--- config.mk ---
export PLATFORM = sky130hd
export DESIGN_NAME = fsm_seq_sched_flat
export DESIGN_NICKNAME = d
export VERILOG_FILES = /design/src/rtl/fsm_seq_sched_if.sv /design/src/rtl/fsm_seq_sched.sv /design/src/flat_wrapper.sv
export SDC_FILE = /design/constraint.sdc
export NUM_CORES = 1
export LEC_CHECK = 0
export CORE_MARGIN = 2
export CORE_UTILIZATION = 40
export CTS_CLUSTER_DIAMETER = 60
export DETAILED_ROUTE_END_ITERATION = 12
export GPL_TIMING_DRIVEN = 0
export PLACE_DENSITY = 0.8
export SLEW_MARGIN = 15
export SYNTH_ARGS = -nofsm -noshare
export SYNTH_HDL_FRONTEND = slang
export SYNTH_SLANG_ARGS = --single-unit
export TNS_END_PERCENT = 50
--- constraint.sdc ---
create_clock -name clk -period 2.95 [get_ports clk]
set_input_delay 0.4425 -clock clk [delete_from_list [all_inputs] [get_ports clk]]
set_output_delay 0.4425 -clock clk [all_outputs]
set_load 0.02 [all_outputs]
--- src/rtl/fsm_seq_sched_if.sv ---
// fsm_seq_sched_if: requester/core bundle for the round-robin sequence-core scheduler.
// Ports (slave = scheduler view):
//   req, frame_data, core_out                       -> into the scheduler
//   gnt, core_in, core_rst_n, done, done_id, result, frame_cnt -> out of the scheduler
// The master modport is the view of the requesters plus the shared core.
interface fsm_seq_sched_if #(
    parameter int NREQ    = 4,
    parameter int FRAME_W = 8,
    parameter int ID_W    = 2
);
    logic [NREQ-1:0]         req;
    logic [NREQ*FRAME_W-1:0] frame_data;
    logic [NREQ-1:0]         gnt;
    logic                    core_in;
    logic                    core_rst_n;
    logic [1:0]              core_out;
    logic                    done;
    logic [ID_W-1:0]         done_id;
    logic [2*FRAME_W-1:0]    result;
    logic [7:0]              frame_cnt;

    modport master (
        output req, frame_data, core_out,
        input  gnt, core_in, core_rst_n, done, done_id, result, frame_cnt
    );

    modport slave (
        input  req, frame_data, core_out,
        output gnt, core_in, core_rst_n, done, done_id, result, frame_cnt
    );
endinterface

--- src/rtl/fsm_seq_sched.sv ---
// fsm_seq_sched: round-robin scheduler serialising requester frames through one shared 4-state sequence core.
// Ports: clk (rising edge), rst (async, active-low), bus (fsm_seq_sched_if.slave):
//   req/frame_data from requesters, gnt one-hot grant, core_in/core_rst_n/core_out to the core,
//   done pulse with done_id and packed result, frame_cnt completed frames.
// Optional: define FSM_SCHED_COUNT_EN to enable the frame_cnt counter (tied to 0 otherwise).
module fsm_seq_sched #(
    parameter int NREQ    = 4,
    parameter int FRAME_W = 8,
    parameter int ID_W    = 2
) (
    input logic            clk,
    input logic            rst,
    fsm_seq_sched_if.slave bus
);
    localparam int CW = $clog2(FRAME_W);

    typedef enum logic [2:0] {IDLE, CLR, SHIFT, DRAIN, DONE} state_t;

    state_t               state, state_nx;
    logic [ID_W-1:0]      ptr, pick, id_q;
    logic                 found;
    logic [NREQ-1:0]      gnt_nx, gnt_q;
    logic [FRAME_W-1:0]   frame_sel, sh;
    logic [CW-1:0]        bit_cnt;
    logic [2*FRAME_W-1:0] res_q;

    // First pass searches from ptr upward, second pass wraps to index 0.
    always_comb begin
        found     = 1'b0;
        pick      = '0;
        gnt_nx    = '0;
        frame_sel = '0;
        for (int j = 0; j < NREQ; j++)
            if (!found && j >= int'(ptr) && bus.req[j]) begin
                found     = 1'b1;
                pick      = ID_W'(j);
                gnt_nx[j] = 1'b1;
                frame_sel = bus.frame_data[j*FRAME_W +: FRAME_W];
            end
        for (int j = 0; j < NREQ; j++)
            if (!found && bus.req[j]) begin
                found     = 1'b1;
                pick      = ID_W'(j);
                gnt_nx[j] = 1'b1;
                frame_sel = bus.frame_data[j*FRAME_W +: FRAME_W];
            end
    end

    always_ff @(posedge clk or negedge rst)
        if (!rst) state <= IDLE;
        else      state <= state_nx;

    always_comb begin
        state_nx       = state;
        bus.core_in    = 1'b0;
        bus.done       = 1'b0;
        bus.core_rst_n = rst & (state != CLR);
        case (state)
            IDLE:    state_nx = found ? CLR : IDLE;
            CLR:     state_nx = SHIFT;
            SHIFT: begin
                bus.core_in = sh[0];
                state_nx    = (bit_cnt == CW'(FRAME_W-1)) ? DRAIN : SHIFT;
            end
            DRAIN:   state_nx = DONE;
            DONE: begin
                bus.done = 1'b1;
                state_nx = IDLE;
            end
            default: state_nx = IDLE;
        endcase
    end

    // The core output for bit k appears one cycle late, so slot k-1 is captured
    // at the end of SHIFT cycle k and the final slot during DRAIN.
    always_ff @(posedge clk or negedge rst)
        if (!rst) begin
            ptr     <= '0;
            gnt_q   <= '0;
            id_q    <= '0;
            sh      <= '0;
            bit_cnt <= '0;
            res_q   <= '0;
        end else
            case (state)
                IDLE:
                    if (found) begin
                        gnt_q   <= gnt_nx;
                        id_q    <= pick;
                        sh      <= frame_sel;
                        bit_cnt <= '0;
                        res_q   <= '0;
                    end
                SHIFT: begin
                    sh      <= sh >> 1;
                    bit_cnt <= bit_cnt + 1'b1;
                    for (int k = 1; k < FRAME_W; k++)
                        if (bit_cnt == CW'(k)) res_q[2*(k-1) +: 2] <= bus.core_out;
                end
                DRAIN:   res_q[2*(FRAME_W-1) +: 2] <= bus.core_out;
                DONE: begin
                    gnt_q <= '0;
                    ptr   <= (int'(id_q) == NREQ-1) ? '0 : id_q + 1'b1;
                end
                default: ;
            endcase

    assign bus.gnt     = gnt_q;
    assign bus.done_id = id_q;
    assign bus.result  = res_q;

`ifdef FSM_SCHED_COUNT_EN
    logic [7:0] cnt_q;

    always_ff @(posedge clk or negedge rst)
        if (!rst)               cnt_q <= '0;
        else if (state == DONE) cnt_q <= cnt_q + 8'd1;

    assign bus.frame_cnt = cnt_q;
`else
    assign bus.frame_cnt = '0;
`endif
endmodule

--- src/flat_wrapper.sv ---
// flat-port wrapper written by rule: the top's interface ports become plain ports
module fsm_seq_sched_flat 
#(
    parameter int NREQ    = 4,
    parameter int FRAME_W = 8,
    parameter int ID_W    = 2
)
  (clk, rst, bus_req, bus_frame_data, bus_core_out, bus_gnt, bus_core_in, bus_core_rst_n, bus_done, bus_done_id, bus_result, bus_frame_cnt);
  fsm_seq_sched_if #(.NREQ(NREQ), .FRAME_W(FRAME_W), .ID_W(ID_W)) bus_i ();
  input logic clk;
  input logic rst;
  input wire logic [$bits(bus_i.req)-1:0] bus_req;
  input wire logic [$bits(bus_i.frame_data)-1:0] bus_frame_data;
  input wire logic [$bits(bus_i.core_out)-1:0] bus_core_out;
  output wire logic [$bits(bus_i.gnt)-1:0] bus_gnt;
  output wire logic [$bits(bus_i.core_in)-1:0] bus_core_in;
  output wire logic [$bits(bus_i.core_rst_n)-1:0] bus_core_rst_n;
  output wire logic [$bits(bus_i.done)-1:0] bus_done;
  output wire logic [$bits(bus_i.done_id)-1:0] bus_done_id;
  output wire logic [$bits(bus_i.result)-1:0] bus_result;
  output wire logic [$bits(bus_i.frame_cnt)-1:0] bus_frame_cnt;
  assign bus_i.req = bus_req;
  assign bus_i.frame_data = bus_frame_data;
  assign bus_i.core_out = bus_core_out;
  assign bus_gnt = bus_i.gnt;
  assign bus_core_in = bus_i.core_in;
  assign bus_core_rst_n = bus_i.core_rst_n;
  assign bus_done = bus_i.done;
  assign bus_done_id = bus_i.done_id;
  assign bus_result = bus_i.result;
  assign bus_frame_cnt = bus_i.frame_cnt;
  fsm_seq_sched #(.NREQ(NREQ), .FRAME_W(FRAME_W), .ID_W(ID_W)) u_core (.clk(clk), .rst(rst), .bus(bus_i));
endmodule
==> flow_summary_export.csv <==
group,metric,value,unit
status,run_status,"completed",
finish,fill_cells,549,
place,place_area,3237,um2
clock_network,cts_setup_buffers,0,
pwr,p_leak,1.421,nW
finish,antenna_cells,0,
drt,viasPerCell,5.878,
worst_setup_path,crit_type,"input pin to register",
logic_synthesis,synth_flop_cell,"dfrtp_1",
job,drv_cap,0,
min_path,hold_path_class,"input pin to async pin",
floorplanning,die_width,82.92,um
clock_network,clk_latency,0.29,ns
pwr,peakVddDrop,0.0004302,V
sta,rsz0062_at_grt,"false",
place,pre_cts_slack,0.3250,ns
pwr,p_int,1.660,mW
global_route,grt_use_total,19.90,%
logic_synthesis,ys_ff_latch,38,
clock_network,clockRootBuffer,"clkbuf_8",
logic_synthesis,synth.area.top_cells,"dfrtp_1 (38%), a32o_1 (6.0%), nand2_1 (3.6%)",
drt,wire_per_inst,16.27,um
worst_setup_path,crit_slowest_cell,"nor2_1",
finish,drive_gt1_share,10.29,%
worst_setup_path,path_delay_family,"buffers and inverters",
worst_setup_path,worstPathArrival,2.61,ns
pwr,comb_power_share,59.3,%
drt,num_vias,2498,
sta,worst_slew_pin_slew,0.6765,ns
place,place.gp.congestion,0.8807,
worst_setup_path,critical_path.endpoint_type,"register",
floorplanning,chipHeight,82.92,um
clock_network,clkTransAtPathRegs,0.08,ns
floorplanning,core.rowCount,28,
clock_network,cts_buffer_depth,2,
finish,area_growth,33.75,%
worst_setup_path,start_kind,"input pin",
finish,final_cell_mix,"clkdlybuf4s50_1 (60), dfrtp_1 (38), nand2_1 (24)",
worst_setup_path,r2r_cells,6,
floorplanning,start_util,41.83,%
logic_synthesis,yosysWarnings,0,
global_route,antenna_found_initial,0,
pwr,swShare,43.59,%
drt,drtIter0Drc,158,
floorplanning,core_area,5956,um2
global_route,grt_pass1_wl,11250,um
worst_setup_path,r2r-end,"u_core.sh[7]$_DFFE_PN0P_",
logic_synthesis,synthesis.area,2491,um2
worst_setup_path,max_stage_delay,0.57,ns
global_route,grt_max_degree,29,
place,place.port_buffers,61,
global_route,grt_pass1_vias,2329,
finish,fin_area,3332,um2
worst_setup_path,r2r-start,"u_core.ptr[0]$_DFFE_PN0P_",
logic_synthesis,ys_seq_area_share,38.17,%
sta,max_freq,416.8,MHz
pwr,p_sw,1.283,mW
logic_synthesis,synth_edf_count,0,
sta,setup_viol,0,
clock_network,cts_max_level,2,
logic_synthesis,yosysUniqueCellTypes,53,
logic_synthesis,async_flop_share,100.0,%
sta,worst_slack,0.5510,ns
logic_synthesis,yosysTopAreaCell,"dfrtp_1",
global_route,overflow,0,
pwr,p_clk_share,12.8,%
sta,finalHoldViolations,0,
worst_setup_path,path_buf_inv,2,
finish,regArea,950.9,um2
pwr,seqPwrFrac,27.9,%
worst_setup_path,rrSetupSlack,0.83,ns
logic_synthesis,synth_area_per_cell,9.125,um2
clock_network,cts.sinks,38,
place,hpwl,5266,um
clock_network,cts_hold_buf,0,
finish,final_net_count,396,
pwr,p_per_area,883.1,nW/um2
drt,dr.pass1.iters,4,
floorplanning,die_area,6875,um2
worst_setup_path,required,3.16,ns
clock_network,post_cts_resize_count,0,
sta,slew_headroom,54.73,%
worst_setup_path,crit_fanout,10,
sta,post-route-period-util,81.32,%
worst_setup_path,critical_path.cell_chain,"clkdlybuf4s50_1 > nand2b_1 > clkbuf_1 > a21oi_1 > nor2_1 > a221oi_1 > o22ai_1",
drt,routed_wl,6913,um
sta,min_period,2.399,ns
finish,multiInputGateArea,1339,um2
clock_network,cts_tree,"done",
sta,skew,0.002473,ns
logic_synthesis,syn_inst,273,
logic_synthesis,synth.top_cell.area_share,38.17,%
drt,antenna_left,0,
clock_network,cts_buffers,5,
drt,drc,0,
finish,final_common_cell,"clkdlybuf4s50_1",
sta,slew_viol_final,0,
floorplanning,ios,73,
[how the worst max path moves through the flow]
stage,startpoint,to,cells after the start
floorplan,bus_req[2],u_core.sh[0]$_DFFE_PN0P_,7
global placement,rst,bus_core_rst_n,3
detailed placement,bus_req[0],u_core.sh[7]$_DFFE_PN0P_,7
CTS,u_core.state[1]$_DFF_PN0_,bus_done,5
global route,bus_req[0],u_core.sh[7]$_DFFE_PN0P_,7
finish,bus_req[0],u_core.sh[7]$_DFFE_PN0P_,7
[registers in the layout, summed over array words and instances, names as in the netlist]
register and count:
u_core.bus.gnt 4, u_core.state 3, u_core.bus.result 16, u_core.bus.done_id 2
u_core.sh 8, u_core.bit_cnt 3, u_core.ptr 2
[worst register-to-register path: cells and delay by family, from the launching register on]
kind | cells | cell delay [ns]
simple gates | 2 | 0.69
compound gates | 3 | 0.58
buf+inv | 1 | 0.41
flops | 1 | 0.38
[logic make-up (layout without fill, tap and decap cells)]
group | Yosys count | in the layout | share of synthesized area [%]
xor+xnor | 1 | 1 | 0.3516
mux | 3 | 3 | 1.356
other cells | 1 | 8 | 0.1505
compound gates | 105 | 105 | 30.64
fa+ha+maj | 7 | 7 | 3.516
simple gates | 74 | 74 | 16.68
buf+inv | 44 | 114 | 9.141
flops | 38 | 38 | 38.17
[power groups by stage]
stage / registers [mW] / clock network (mW) / logic, mW
2_1_floorplan: 0.902 / 0 / 1.13
3_3_place_gp: 0.825 / 0 / 1.69
3_5_place_dp: 0.831 / 0 / 1.74
4_1_cts: 0.823 / 0.391 / 1.74
5_1_grt: 0.845 / 0.411 / 1.93
6_report: 0.822 / 0.376 / 1.74
[cell type report]
cell class / instances / area share [%]
Multi-Input combinational cell: 198 / 40.18
Clock inverter: 2 / 0.3755
Timing Repair Buffer: 62 / 18.78
Tap cell: 75 / 2.816
Sequential cell: 38 / 28.54
Buffer: 32 / 5.483
Clock buffer: 6 / 2.478
Inverter: 12 / 1.352
[per-stage QoR]
| step | utilization (%) | cells | total power, mW | hold slack [ns] | TNS, ns |
|---|---|---|---|---|---|
| after floorplan | - | 280 | 2.028 | 0.1469 | 0 |
| after global placement | 54.10 | 416 | 2.514 | 0.4747 | -0.5439 |
| after detailed placement | 54.35 | 417 | 2.569 | 0.3402 | 0 |
| after CTS | 55.95 | 425 | 2.957 | 0.02453 | 0 |
| after global routing | 55.95 | 425 | 3.182 | 0.03335 | 0 |
| final | 55.95 | 425 | 2.942 | 0.02244 | 0 |
[metal layers]
layer	part of all wire (%)	track usage (%)	vias to the layer above	routed length [um]
li1	-	-	1183	-
met1	41	25.00	1184	2868
met2	50	33.36	110	3434
met3	6.1	3.877	21	420
met4	2.7	8.346	0	189
met5	0	0	-	0
[synth_stat cells (7+ instances only)]
library cell	n
o21ai_1	13
dfrtp_1	38
buf_4	8
a32o_1	15
and3_1	7
a21oi_1	11
a221oi_1	8
clkbuf_1	10
a31oi_1	8
inv_1	12
nand2_1	24
nor2_1	8
o21ai_0	15
ha_1	7
buf_2	8
No activity file was read; power rests on OpenSTA's default activity.
